**src/rtl/if_id_stage.sv**
```systemverilog
// Instruction-fetch stage with PC register, PC+4 adder, branch redirect and the IF/ID
// pipeline register; also counts stall and flush cycles for debug visibility.
module if_id_stage #(
    parameter logic [31:0] RESET_PC = 32'h0000_0000
) (
    input  logic        clk_i,
    input  logic        rst_i,
    input  logic        pc_write_i,
    input  logic        ifid_write_i,
    input  logic        id_flush_i,
    input  logic        pc_src_i,
    input  logic [31:0] branch_target_i,
    input  logic [31:0] instr_i,
    output logic [31:0] pc_o,
    output logic [31:0] ifid_instr_o,
    output logic [31:0] ifid_pc_plus4_o,
    output logic        ifid_valid_o,
    output logic [15:0] stall_cnt_o,
    output logic [15:0] flush_cnt_o
);

    localparam logic [31:0] RESET_PC_ALIGNED = {RESET_PC[31:2], 2'b00};

    function automatic logic [15:0] sat_inc(input logic [15:0] value);
        logic [15:0] result;
        if (value == 16'hFFFF) begin
            result = value;
        end else begin
            result = value + 16'd1;
        end
        return result;
    endfunction

    logic [31:0] r_pc;
    logic [31:0] r_ifid_instr;
    logic [31:0] r_ifid_pc_plus4;
    logic        r_ifid_valid;
    logic [15:0] r_stall_cnt;
    logic [15:0] r_flush_cnt;

    logic [31:0] w_pc_plus4;
    logic [31:0] w_pc_next;
    logic [31:0] w_ifid_instr_next;
    logic [31:0] w_ifid_pc_plus4_next;
    logic        w_ifid_valid_next;
    logic        w_stall_evt;
    logic [15:0] w_stall_cnt_next;
    logic [15:0] w_flush_cnt_next;

    assign w_pc_plus4 = r_pc + 32'd4;

    // Next-PC select: a taken branch beats a load-use stall.
    always_comb begin
        w_pc_next = r_pc;
        if (pc_src_i) begin
            w_pc_next = {branch_target_i[31:2], 2'b00};
        end else if (pc_write_i) begin
            w_pc_next = w_pc_plus4;
        end else begin
            w_pc_next = r_pc;
        end
    end

    // IF/ID next state: a flush beats both load and hold.
    always_comb begin
        w_ifid_instr_next    = r_ifid_instr;
        w_ifid_pc_plus4_next = r_ifid_pc_plus4;
        w_ifid_valid_next    = r_ifid_valid;
        if (id_flush_i) begin
            w_ifid_instr_next    = 32'h0000_0000;
            w_ifid_pc_plus4_next = 32'h0000_0000;
            w_ifid_valid_next    = 1'b0;
        end else if (ifid_write_i) begin
            w_ifid_instr_next    = instr_i;
            w_ifid_pc_plus4_next = w_pc_plus4;
            w_ifid_valid_next    = 1'b1;
        end else begin
            w_ifid_instr_next    = r_ifid_instr;
            w_ifid_pc_plus4_next = r_ifid_pc_plus4;
            w_ifid_valid_next    = r_ifid_valid;
        end
    end

    // Saturating event counters; a redirect is not a stall even with pc_write_i low.
    always_comb begin
        w_stall_evt      = ~pc_write_i & ~pc_src_i;
        w_stall_cnt_next = r_stall_cnt;
        w_flush_cnt_next = r_flush_cnt;
        if (w_stall_evt) begin
            w_stall_cnt_next = sat_inc(r_stall_cnt);
        end else begin
            w_stall_cnt_next = r_stall_cnt;
        end
        if (id_flush_i) begin
            w_flush_cnt_next = sat_inc(r_flush_cnt);
        end else begin
            w_flush_cnt_next = r_flush_cnt;
        end
    end

    // PC register.
    always_ff @(posedge clk_i or posedge rst_i) begin
        if (rst_i) begin
            r_pc <= RESET_PC_ALIGNED;
        end else begin
            r_pc <= w_pc_next;
        end
    end

    // IF/ID pipeline register.
    always_ff @(posedge clk_i or posedge rst_i) begin
        if (rst_i) begin
            r_ifid_instr    <= 32'h0000_0000;
            r_ifid_pc_plus4 <= 32'h0000_0000;
            r_ifid_valid    <= 1'b0;
        end else begin
            r_ifid_instr    <= w_ifid_instr_next;
            r_ifid_pc_plus4 <= w_ifid_pc_plus4_next;
            r_ifid_valid    <= w_ifid_valid_next;
        end
    end

    // Stall and flush counter registers.
    always_ff @(posedge clk_i or posedge rst_i) begin
        if (rst_i) begin
            r_stall_cnt <= 16'h0000;
            r_flush_cnt <= 16'h0000;
        end else begin
            r_stall_cnt <= w_stall_cnt_next;
            r_flush_cnt <= w_flush_cnt_next;
        end
    end

    assign pc_o            = r_pc;
    assign ifid_instr_o    = r_ifid_instr;
    assign ifid_pc_plus4_o = r_ifid_pc_plus4;
    assign ifid_valid_o    = r_ifid_valid;
    assign stall_cnt_o     = r_stall_cnt;
    assign flush_cnt_o     = r_flush_cnt;

endmodule

```
**config.mk**
```make
export PLATFORM = sky130hd
export DESIGN_NAME = if_id_stage
export DESIGN_NICKNAME = d
export VERILOG_FILES = /design/src/rtl/if_id_stage.sv
export SDC_FILE = /design/constraint.sdc
export NUM_CORES = 1
export LEC_CHECK = 0
export ABC_CLOCK_PERIOD_IN_PS = 3400
export CAP_MARGIN = 20
export CORE_MARGIN = 10
export CORE_UTILIZATION = 43
export CTS_CLUSTER_SIZE = 28
export DETAILED_ROUTE_END_ITERATION = 8
export PLACE_DENSITY = 0.78
export SYNTH_ARGS = -nofsm -noshare
export SYNTH_HDL_FRONTEND = slang
export SYNTH_SLANG_ARGS = --single-unit
```
**constraint.sdc**
```tcl
create_clock -name clk_i -period 3.4 [get_ports clk_i]
set_input_delay 0.34 -clock clk_i [delete_from_list [all_inputs] [get_ports clk_i]]
set_output_delay 0.34 -clock clk_i [all_outputs]
set_load 0.03 [all_outputs]
```
* After elaboration in Yosys (flattened, before gate mapping)
Index checks and enable logic that the tools add are counted.
** Storage, ports and cells
- Logic and storage cells :: 28
- Register bits after elaboration :: 129
- Output and inout port bits :: 129
- Bits of input ports :: 70
** Cells by class
- Bitwise logic cells :: 5
- Equality and inequality tests :: 2
- Add/subtract/negate cells :: 3
- Multiplexer cells :: 8
- Reduce and logical (&&, ||, !) cells :: 4
** Operator list (count)
- 2-to-1 mux 32 bit :: 6
- adder 16 x 1 -> 16 bit, second input constant :: 2
- adder 32 x 3 -> 32 bit, second input constant :: 1
- == test 16 bit, second input constant :: 2
- inverter 1 bit :: 4
- AND reduction 2 bit :: 2
- nonzero test 2 bit :: 2
- 2-to-1 mux 1 bit :: 2
- AND 1 bit :: 1

* Longest topological paths before layout
Gate-level depths: netlist of run 1.
- Depth in word-level cells :: 3
- Mapped depth :: 7
- Mapped depth without buffers :: 5

* Least setup slack after synthesis of run 1
Ideal clock, no wire load.
- Path kind :: register to register
- Start :: reg r_pc[2], in the netlist pc_o[2]
- End :: reg r_pc[24], in the netlist pc_o[24]
- Cell stages (with the launch flop) :: 7
- Clock period less this slack :: 2.434 ns
- Arrival :: 2.352 ns
- Slack :: 0.966 ns
- Data required time :: 3.318 ns
- Buffers on the path :: 1
- Cells stage by stage :: dfrtp_1 -> ha_1 -> nand3_2 -> or4_1 -> buf_2 -> or4_1 -> a31oi_1
** Between the ends
- Cells in the longest elaborated chain, start to end :: 3
** Ends and longest elaborated chain
- from (decl) :: line 34 : logic [31:0] r_pc;
- from (signal assigned) :: line 106 : r_pc <= w_pc_next;
- adder 32 x 3 -> 32 bit :: line 50 : assign w_pc_plus4 = r_pc + 32'd4;
- 2-to-1 mux 32 bit :: line 57 : end else if (pc_write_i) begin
- 2-to-1 mux 32 bit :: line 55 : if (pc_src_i) begin
Every way passes these cells. The select of a mux whose other input is x is not followed.
A chain may end at the register's enable or synchronous reset.

* Final worst setup path of run 1
- Start :: reg r_pc[2], in the netlist pc_o[2]
- End :: reg r_ifid_pc_plus4[28], in the netlist ifid_pc_plus4_o[28]
** Between the ends
- Cells in the longest elaborated chain, start to end :: 3
** Ends and longest elaborated chain
- adder 32 x 3 -> 32 bit :: line 50
- 2-to-1 mux 32 bit :: line 73 : end else if (ifid_write_i) begin
- 2-to-1 mux 32 bit :: line 69 : if (id_flush_i) begin
- to (signal assigned) :: line 118 : r_ifid_pc_plus4 <= w_ifid_pc_plus4_next;
- to (decl) :: line 36 : logic [31:0] r_ifid_pc_plus4;
Every way passes these cells. The select of a mux whose other input is x is not followed.

==> results of run 1 <==
layer usage:
layer  routed length, um  GRT usage (%)  vias to the layer above
met2                9630           31.5                      232
li1                    -              -                     2667
met1                8070           23.1                     2818
met5                   0              0                        -
met4                 346           6.13                        0
met3                1590           6.98                       31
cell type report:
class	instances	area, um2	share of cell area [%]
Sequential cell	126	3150	35.1
Multi-Input combinational cell	452	2940	32.7
Timing Repair Buffer	201	2010	22.4
Clock buffer	21	460	5.12
Tap cell	184	230	2.56
Clock inverter	10	163	1.81
Inverter	7	30.0	0.334
Yosys cell counts, drive strengths merged:
library cell	count	area share, %
o211ai	2	0.24
or3	13	1.3
nand4b	2	0.28
o31ai	15	1.8
a211oi	16	1.9
buf	18	1.6
xnor2	31	4.3
a2111oi	2	0.28
a21oi	3	0.24
conb	1	0.059
a31oi	13	1.3
a311oi	15	2.1
nor3b	2	0.24
or3b	1	0.14
and2	3	0.30
or4	20	2.4
or4b	1	0.16
clkbuf	34	2.0
nor3	9	0.71
o41ai	1	0.14
nor4	6	0.59
and3	8	0.79
inv	7	0.41
and4	10	1.4
mux2	4	0.71
nor2	79	4.7
nand2	36	2.1
nand3	26	2.1
nand4	29	3.1
o21ai	32	2.5
dfrtp	126	50
mux2i	34	5.4
or2	2	0.20
xor2	26	3.6
ha	3	0.59
o311ai	1	0.14
o2111ai	5	0.69
logic make-up after synthesis:
kind of cell / synth area share [%]
muxes: 6.07
buffers and inverters: 4.02
xor gates and xnor gates: 7.87
DFF: 49.7
other: 0.0591
adders and majority gates: 0.591
AOI/OAI and AO/OA: 11.3
and+or+nand+nor: 20.5
state kept, by name (all words and copies together), names as in the netlist:
name / count
stall_cnt_o: 16
flush_cnt_o: 16
ifid_pc_plus4_o: 31
ifid_valid_o: 1
pc_o: 30
ifid_instr_o: 32
per-stage QoR:
stage / util, % / cells / hold slack, ps
3_3_place_gp: 57.8 / 970 / 477
6_report: 62.1 / 1001 / 451
5_1_grt: 62.1 / 1001 / 489
4_1_cts: 62.1 / 1001 / 466
2_1_floorplan: - / 637 / 460
3_5_place_dp: 57.8 / 970 / 485
final timing paths:
kind / slack, ps / cells after the start / to
max: 690 / 5 / ifid_pc_plus4_o[28]$_DFFE_PP0P_
min in group clk_i: 490 / 2 / ifid_valid_o$_DFFE_PP0P_
min: 450 / 2 / ifid_pc_plus4_o[25]$_DFFE_PP0P_
min reg2reg: 490 / 2 / ifid_valid_o$_DFFE_PP0P_
max reg2reg: 690 / 5 / ifid_pc_plus4_o[28]$_DFFE_PP0P_
max in group asynchronous: 2090 / 3 / ifid_instr_o[18]$_DFFE_PP0P_
power by group:
| part | internal (uW) | switching, uW | leakage (uW) |
|---|---|---|---|
| Sequential | 1660 | 223 | 0.00162 |
| Clock | 1260 | 657 | 0.000287 |
| Combinational | 505 | 654 | 0.00171 |
==> impl_metrics.csv, run 1 <==
group,metric,value,unit
status,status,"finished, final reports clean",
clock_network,clock_latency,410,ps
placement,place_ws,747,ps
sta,finalCriticalPeriod,2710,ps
finish,nNetsFinal,878,
setup_path,endpoint_kind,"register",
setup_path,worstReg2RegStart,"pc_o[2]$_DFFE_PP0N_",
logic_synthesis,yosysSeqAreaShare,49.7,%
setup_path,critical_path.cell_chain,"ha_1 > nand3_2 > or4_1 > or4_1 > a311oi_1",
sta,worst_pin_slew,1120,ps
setup_path,path_buf_inv,0,
pwr,ir_worst_vdd,0.000453,V
sta,fmax,369,MHz
finish,fin_area,8990,um2
placement,io_buffers,194,
floorplan,core,14500,um2
setup_path,cp.arrival,3020,ps
routing,via_per_inst,5.74,
grt,track_usage,19.3,%
routing,drtIter0Drc,463,
finish,area_growth,41.7,%
finish,layout_commonest_cell,"clkdlybuf4s50_1",
finish,most-common-layout-cells,"clkdlybuf4s50_1 (192), dfrtp_1 (126), nor2_1 (79)",
sta,setup_ws,692,ps
floorplan,die_h,141,um
finish,fillers,1178,
pwr,power_leakage,0.00361,uW
grt,grt_pass1_wl,31500,um
clock_network,cts_made_buffers,17,
clock_network,cts_setup_buffers,0,
logic_synthesis,syn_inst,636,
placement,place_congestion,0.924,
clock_network,cts_max_path_buffers,2,
logic_synthesis,synth_area,6350,um2
finish,antenna_cells,0,
clock_network,ctsResizeCount,0,
placement,dp.final_hpwl,14500,um
floorplan,fp-row-count,44,
setup_path,crit_slowest_cell,"or4_1",
clock_network,htree_levels,4,
finish,drive_above_1_share,6.24,%
sta,slew_headroom,25.4,%
sta,clock-skew-final,7.34,ps
floorplan,pin_count,199,
sta,hold_violations,0,
hold_path,holdCritPathClass,"input pin to async pin",
clock_network,path_clk_slew,60,ps
pwr,totalPowerFinal,4960,uW
setup_path,crit_family,"simple AND/OR/NAND/NOR gates",
floorplan,start_util,43.8,%
setup_path,required,3710,ps
grt,grt_overflow,0,
setup_path,crit_fanout,12,
floorplan,die-area,20000,um2
sta,finalSetupViolations,0,
setup_path,crit_path_start_kind,"register",
grt,antenna_found_initial,0,
clock_network,hold_buffers,0,
sta,tns,0,ps
grt,grt_max_degree,94,
routing,drc,0,
routing,antenna_left,0,
logic_synthesis,ys_types,43,
setup_path,worstSetupPathType,"register to register",
routing,dr.pass1.iters,5,
placement,place_area,8370,um2
sta,rsz0062_at_grt,"false",
pwr,power_density,551,nW/um2
clock_network,root_buffer,"clkbuf_16",
routing,num_vias,5748,
logic_synthesis,synth-warning-count,0,
grt,grt_pass1_vias,5840,
routing,wl,19600,um
job,max-cap-violations,0,
routing,wl_per_cell,19.6,um
clock_network,cts_tree,"built",
sta,final_max_slew_viol_count,0,
clock_network,cts_sinks,126,
setup_path,cpMostUsedCell,"or4_1",
logic_synthesis,synth.avg_cell_area,9.98,um2
logic_synthesis,ys_ff_latch,126,
setup_path,cp-startpoint,"pc_o[2]$_DFFE_PP0N_",
sta,finalCritPeriodShare,79.7,%
floorplan,die-width,141,um
setup_path,slowest_delay,760,ps
Note: power is estimated with default switching activity, not from simulation.
==> run 2: changes to the inputs <==
--- a/config.mk
+++ b/config.mk
@@ -5,7 +5,7 @@
 export SDC_FILE = /design/constraint.sdc
 export NUM_CORES = 1
 export LEC_CHECK = 0
-export ABC_CLOCK_PERIOD_IN_PS = 3400
+export ABC_CLOCK_PERIOD_IN_PS = 2400
 export CAP_MARGIN = 20
 export CORE_MARGIN = 10
 export CORE_UTILIZATION = 43
==> constraint.sdc (replaced) <==
create_clock -name clk_i -period 2.4 [get_ports clk_i]
set_input_delay 0.24 -clock clk_i [delete_from_list [all_inputs] [get_ports clk_i]]
set_output_delay 0.24 -clock clk_i [all_outputs]
set_load 0.03 [all_outputs]
==> impl_metrics.csv, run 2 (synthesized netlist as in run 1, its figures left out) <==
group,metric,value,unit
finish,nNetsFinal,912,
finish,fillers,1161,
routing,dr.pass1.iters,6,
routing,drc,0,
sta,finalSetupViolations,0,
floorplan,die-area,20000,um2
finish,area_growth,44.8,%
sta,finalCriticalPeriod,2240,ps
clock_network,root_buffer,"clkbuf_16",
setup_path,rr_endpoint,"ifid_pc_plus4_o[28]$_DFFE_PP0P_",
placement,dp.final_hpwl,15100,um
sta,fmax,446,MHz
status,status,"finished, final reports clean",
finish,antenna_cells,0,
grt,track_usage,19.7,%
clock_network,cts_setup_buffers,0,
setup_path,worstReg2RegStart,"pc_o[6]$_DFFE_PP0N_",
sta,finalCritPeriodShare,93.4,%
setup_path,required,2710,ps
placement,place_congestion,0.900,
floorplan,die-width,141,um
sta,worst_pin_slew,531,ps
routing,route.met3.wl,1960,um
routing,wl,20200,um
clock_network,cts_made_buffers,17,
setup_path,endpoint_kind,"register",
floorplan,start_util,43.8,%
grt,grt_max_degree,59,
grt,grt_pass1_vias,5948,
routing,wl_per_cell,19.5,um
routing,via_per_inst,5.62,
finish,most-common-layout-cells,"clkdlybuf4s50_1 (192), dfrtp_1 (124), nor2_1 (79)",
setup_path,crit_fanout,12,
pwr,power_density,740,nW/um2
finish,layout_commonest_cell,"clkdlybuf4s50_1",
setup_path,crit_end,"ifid_pc_plus4_o[28]$_DFFE_PP0P_",
setup_path,worstSetupPathType,"register to register",
setup_path,rrSetupSlack,160,ps
routing,drtIter0Drc,525,
clock_network,cts_max_path_buffers,2,
floorplan,fp-row-count,44,
pwr,power_leakage,0.00376,uW
finish,largest_reg_flops,32,
setup_path,cp-startpoint,"pc_o[6]$_DFFE_PP0N_",
routing,met2_length,9740,um
grt,grt_pass1_wl,32000,um
clock_network,clock_latency,420,ps
setup_path,cp.arrival,2550,ps
pwr,totalPowerFinal,6800,uW
routing,num_vias,5818,
clock_network,path_clk_slew,60,ps
grt,antenna_found_initial,0,
routing,routed.top_layer,"met4",
floorplan,core,14500,um2
routing,antenna_left,0,
finish,stdcell_count,1036,
placement,place_area,8630,um2
clock_network,htree_levels,4,
sta,final_max_slew_viol_count,0,
clock_network,hold_buffers,0,
finish,drive_above_1_share,10.4,%
job,max-cap-violations,0,
finish,fin_area,9190,um2
clock_network,cts_tree,"built",
placement,io_buffers,194,
grt,grt_overflow,0,
finish,final_util,63.5,%
setup_path,worstRegToRegCells,4,
sta,clock-skew-final,12.2,ps
clock_network,cts_sinks,126,
sta,rsz0062_at_grt,"false",
sta,hold_violations,0,
hold_path,holdCritPathClass,"input pin to async pin",
sta,slew_headroom,63.7,%
floorplan,die_h,141,um
floorplan,pin_count,199,
placement,dp_cells,1004,
setup_path,crit_path_start_kind,"register",
sta,tns,0,ps
pwr,ir_worst_vdd,0.000481,V
routing,m1WireLength,8100,um
==> run 2: cell count changes in the layout (fill, tap and decap cells not counted), moves of 2 or more <==
cell,change
buf_4,+34
clkinv_2,+3
dfrtp_2,+2
bufinv_16,-3
dfrtp_1,-2
==> run 2: area by class of cell <==
| class | count | area, um2 | area share, % |
|---|---|---|---|
| flip-flops and latches | 126 | 3160 | 34.3 |
| multi-input cells | 452 | 2950 | 32.1 |
| repair buffers | 235 | 2270 | 24.7 |
| clock buffers | 22 | 474 | 5.16 |
| well taps | 184 | 230 | 2.50 |
| clock inverters | 10 | 88.8 | 0.966 |
| inverters | 7 | 30.0 | 0.327 |
==> run 2: stage by stage <==
step,hold WS (ps),worst slack [ps]
floorplan,360,99.4
global placement,477,183
detailed placement,485,80.6
CTS,217,39.2
global route,251,13.7
finish,219,158
==> run 2: worst max-delay path, cell delays in order, from the launching register on <==
cell and delay (ps):
dfrtp_1 490, nand4_1 200, or4_4 630, or4_1 520
a311oi_1 300
==> run 2: timing repair <==
action                                 CTS  global route
endpoints found under the hold margin    0             0
gates resized for setup                  0             1
setup endpoints to repair                0             1
==> run 2: routing by layer <==
metal  global-route usage (%)  vias to the layer above
met1                     23.1                     2788
met4                     7.10                        0
met3                     7.61                       36
li1                         -                     2729
met5                        0                        -
met2                     32.2                      265
==> run 2: report_power, final <==
group	switching (uW)	total, uW	internal (uW)	leakage, uW
logic	1010	1770	765	0.00188
registers	266	2620	2350	0.00161
clock network	913	2410	1500	0.000268
total	2180	6800	4610	0.00376
==> run 2: how the worst min path moves through the flow <==
stage,end,cells past startpoint,startpoint
after floorplan,pc_o[29]$_DFFE_PP0N_,2,branch_target_i[29]
after global placement,ifid_valid_o$_DFFE_PP0P_,2,ifid_valid_o$_DFFE_PP0P_
after detailed placement,flush_cnt_o[7]$_DFFE_PP0P_,1,flush_cnt_o[7]$_DFFE_PP0P_
after CTS,ifid_instr_o[15]$_DFFE_PP0P_,2,rst_i
after global routing,ifid_instr_o[24]$_DFFE_PP0P_,2,rst_i
final,ifid_instr_o[15]$_DFFE_PP0P_,2,rst_i
==> run 3: changes to the inputs <==
--- a/config.mk
+++ b/config.mk
@@ -11,6 +11,7 @@
 export CORE_UTILIZATION = 43
 export CTS_CLUSTER_SIZE = 28
 export DETAILED_ROUTE_END_ITERATION = 8
+export GPL_TIMING_DRIVEN = 0
 export PLACE_DENSITY = 0.78
 export SYNTH_ARGS = -nofsm -noshare
 export SYNTH_HDL_FRONTEND = slang
==> impl_metrics.csv, run 3 (synthesized netlist as in run 1, its figures left out) <==
group,metric,value,unit
grt,grt_pass1_vias,5680,
sta,finalSetupViolations,0,
sta,worst_pin_slew,807,ps
routing,drtIter0Drc,410,
clock_network,cts_max_path_buffers,2,
pwr,totalPowerFinal,6810,uW
placement,place_ws,-74.1,ps
setup_path,cp.arrival,2630,ps
clock_network,path_clk_slew,60,ps
sta,tns,0,ps
routing,num_vias,5789,
finish,largest_reg_flops,32,
sta,rsz0062_at_grt,"false",
clock_network,root_buffer,"clkbuf_16",
floorplan,pin_count,199,
hold_path,holdCritPathClass,"input pin to register",
floorplan,fp-row-count,44,
clock_network,htree_levels,4,
grt,grt_pass1_wl,31700,um
setup_path,worstSetupPathType,"register to register",
floorplan,core,14500,um2
pwr,power_density,746,nW/um2
floorplan,die-area,20000,um2
grt,grt_overflow,0,
placement,io_buffers,190,
finish,area_growth,43.9,%
grt,track_usage,19.8,%
clock_network,cts_sinks,126,
routing,wl_per_cell,19.1,um
finish,antenna_cells,0,
sta,slew_headroom,46.2,%
finish,most-common-layout-cells,"clkdlybuf4s50_1 (190), dfrtp_1 (123), nor2_1 (79)",
grt,antenna_found_initial,0,
sta,clock-skew-final,9.05,ps
setup_path,required,2720,ps
sta,hold_violations,0,
floorplan,start_util,43.8,%
finish,layout_commonest_cell,"clkdlybuf4s50_1",
setup_path,endpoint_kind,"register",
finish,nNetsFinal,917,
sta,setup_ws,90.2,ps
pwr,ir_worst_vdd,0.000550,V
placement,dp.final_hpwl,15100,um
clock_network,cts_tree,"built",
job,max-cap-violations,0,
placement,place_congestion,0.867,
sta,finalCritPeriodShare,96.2,%
clock_network,cts_made_buffers,17,
routing,via_per_inst,5.56,
setup_path,crit_path_start_kind,"register",
floorplan,die-width,141,um
floorplan,die_h,141,um
setup_path,crit_fanout,8,
finish,drive_above_1_share,7.93,%
status,status,"finished, final reports clean",
sta,final_max_slew_viol_count,0,
routing,drc,0,
clock_network,clock_latency,420,ps
sta,finalCriticalPeriod,2310,ps
sta,fmax,433,MHz
routing,wl,19900,um
routing,antenna_left,0,
grt,grt_max_degree,35,
pwr,power_leakage,0.00368,uW
routing,dr.pass1.iters,5,
## run 3: changes by cell type in the layout (fill, tap and decap cells not counted), sizes merged
| cell | before | now |
|---|---|---|
| clkbuf | 22 | 50 |
| buf | 43 | 22 |
| clkinv | 5 | 7 |
| clkinvlp | 5 | 3 |
| clkdlybuf4s50 | 192 | 190 |
## run 3: worst paths after layout
check,startpoint,endpoint,slack (ps),cells after the start
hold / removal,pc_src_i,pc_o[17]$_DFFE_PP0N_,200,2
min in group asynchronous,rst_i,flush_cnt_o[15]$_DFFE_PP0P_,270,2
setup reg to reg,pc_o[14]$_DFFE_PP0N_,ifid_pc_plus4_o[30]$_DFFE_PP0P_,90,5
max in group asynchronous,rst_i,pc_o[3]$_DFFE_PP0N_,1040,5
setup / recovery,pc_o[14]$_DFFE_PP0N_,ifid_pc_plus4_o[30]$_DFFE_PP0P_,90,5
hold reg to reg,ifid_valid_o$_DFFE_PP0P_,ifid_valid_o$_DFFE_PP0P_,490,2
## run 3: stage by stage
| stage | utilization [%] | instances | area, um2 | hold slack [ps] |
|---|---|---|---|---|
| after floorplan | - | 637 | 6360 | 360 |
| after global placement | 58.6 | 1011 | 8490 | 477 |
| after detailed placement | 59.0 | 1014 | 8550 | 484 |
| after CTS | 63.0 | 1046 | 9130 | 184 |
| after global routing | 63.1 | 1041 | 9130 | 218 |
| final | 63.1 | 1041 | 9130 | 197 |
## run 3: where the power goes
part,internal (uW),switching (uW),leakage (uW)
Sequential,2350,268,0.00161
Combinational,740,987,0.00179
Clock,1520,941,0.000282
Total,4620,2200,0.00368
## run 3: layer usage
layer  vias up  GRT usage (%)  share of wire (%)
li1       2753              -                  -
met1      2790           25.1                 43
met2       211           30.6                 47
met3        35           7.04                8.2
met4         0           6.56                1.9
met5         -              0                  0
## run 3: layout make-up
| class | instances | area [um2] |
|---|---|---|
| clock inverters | 10 | 87.6 |
| fillers | 1218 | 5350 |
| plain buffers | 46 | 208 |
| multi-input cells | 452 | 2970 |
| well taps | 184 | 230 |
| flip-flops and latches | 126 | 3160 |
| repair buffers | 194 | 1970 |
| inverters | 7 | 30.0 |
| clock buffers | 22 | 484 |
## run 3: critical path, cell delays in order, from the launching register on
cell      delay [ps]
dfrtp_1          350
buf_2            200
nand4_2          210
or4_4            620
or4_1            520
a311oi_1         290
## run 3: what timing repair did
item,CTS,global route
setup buffers,0,1
hold buffers,0,0
setup endpoints to repair,7,17
resized for setup,2,6
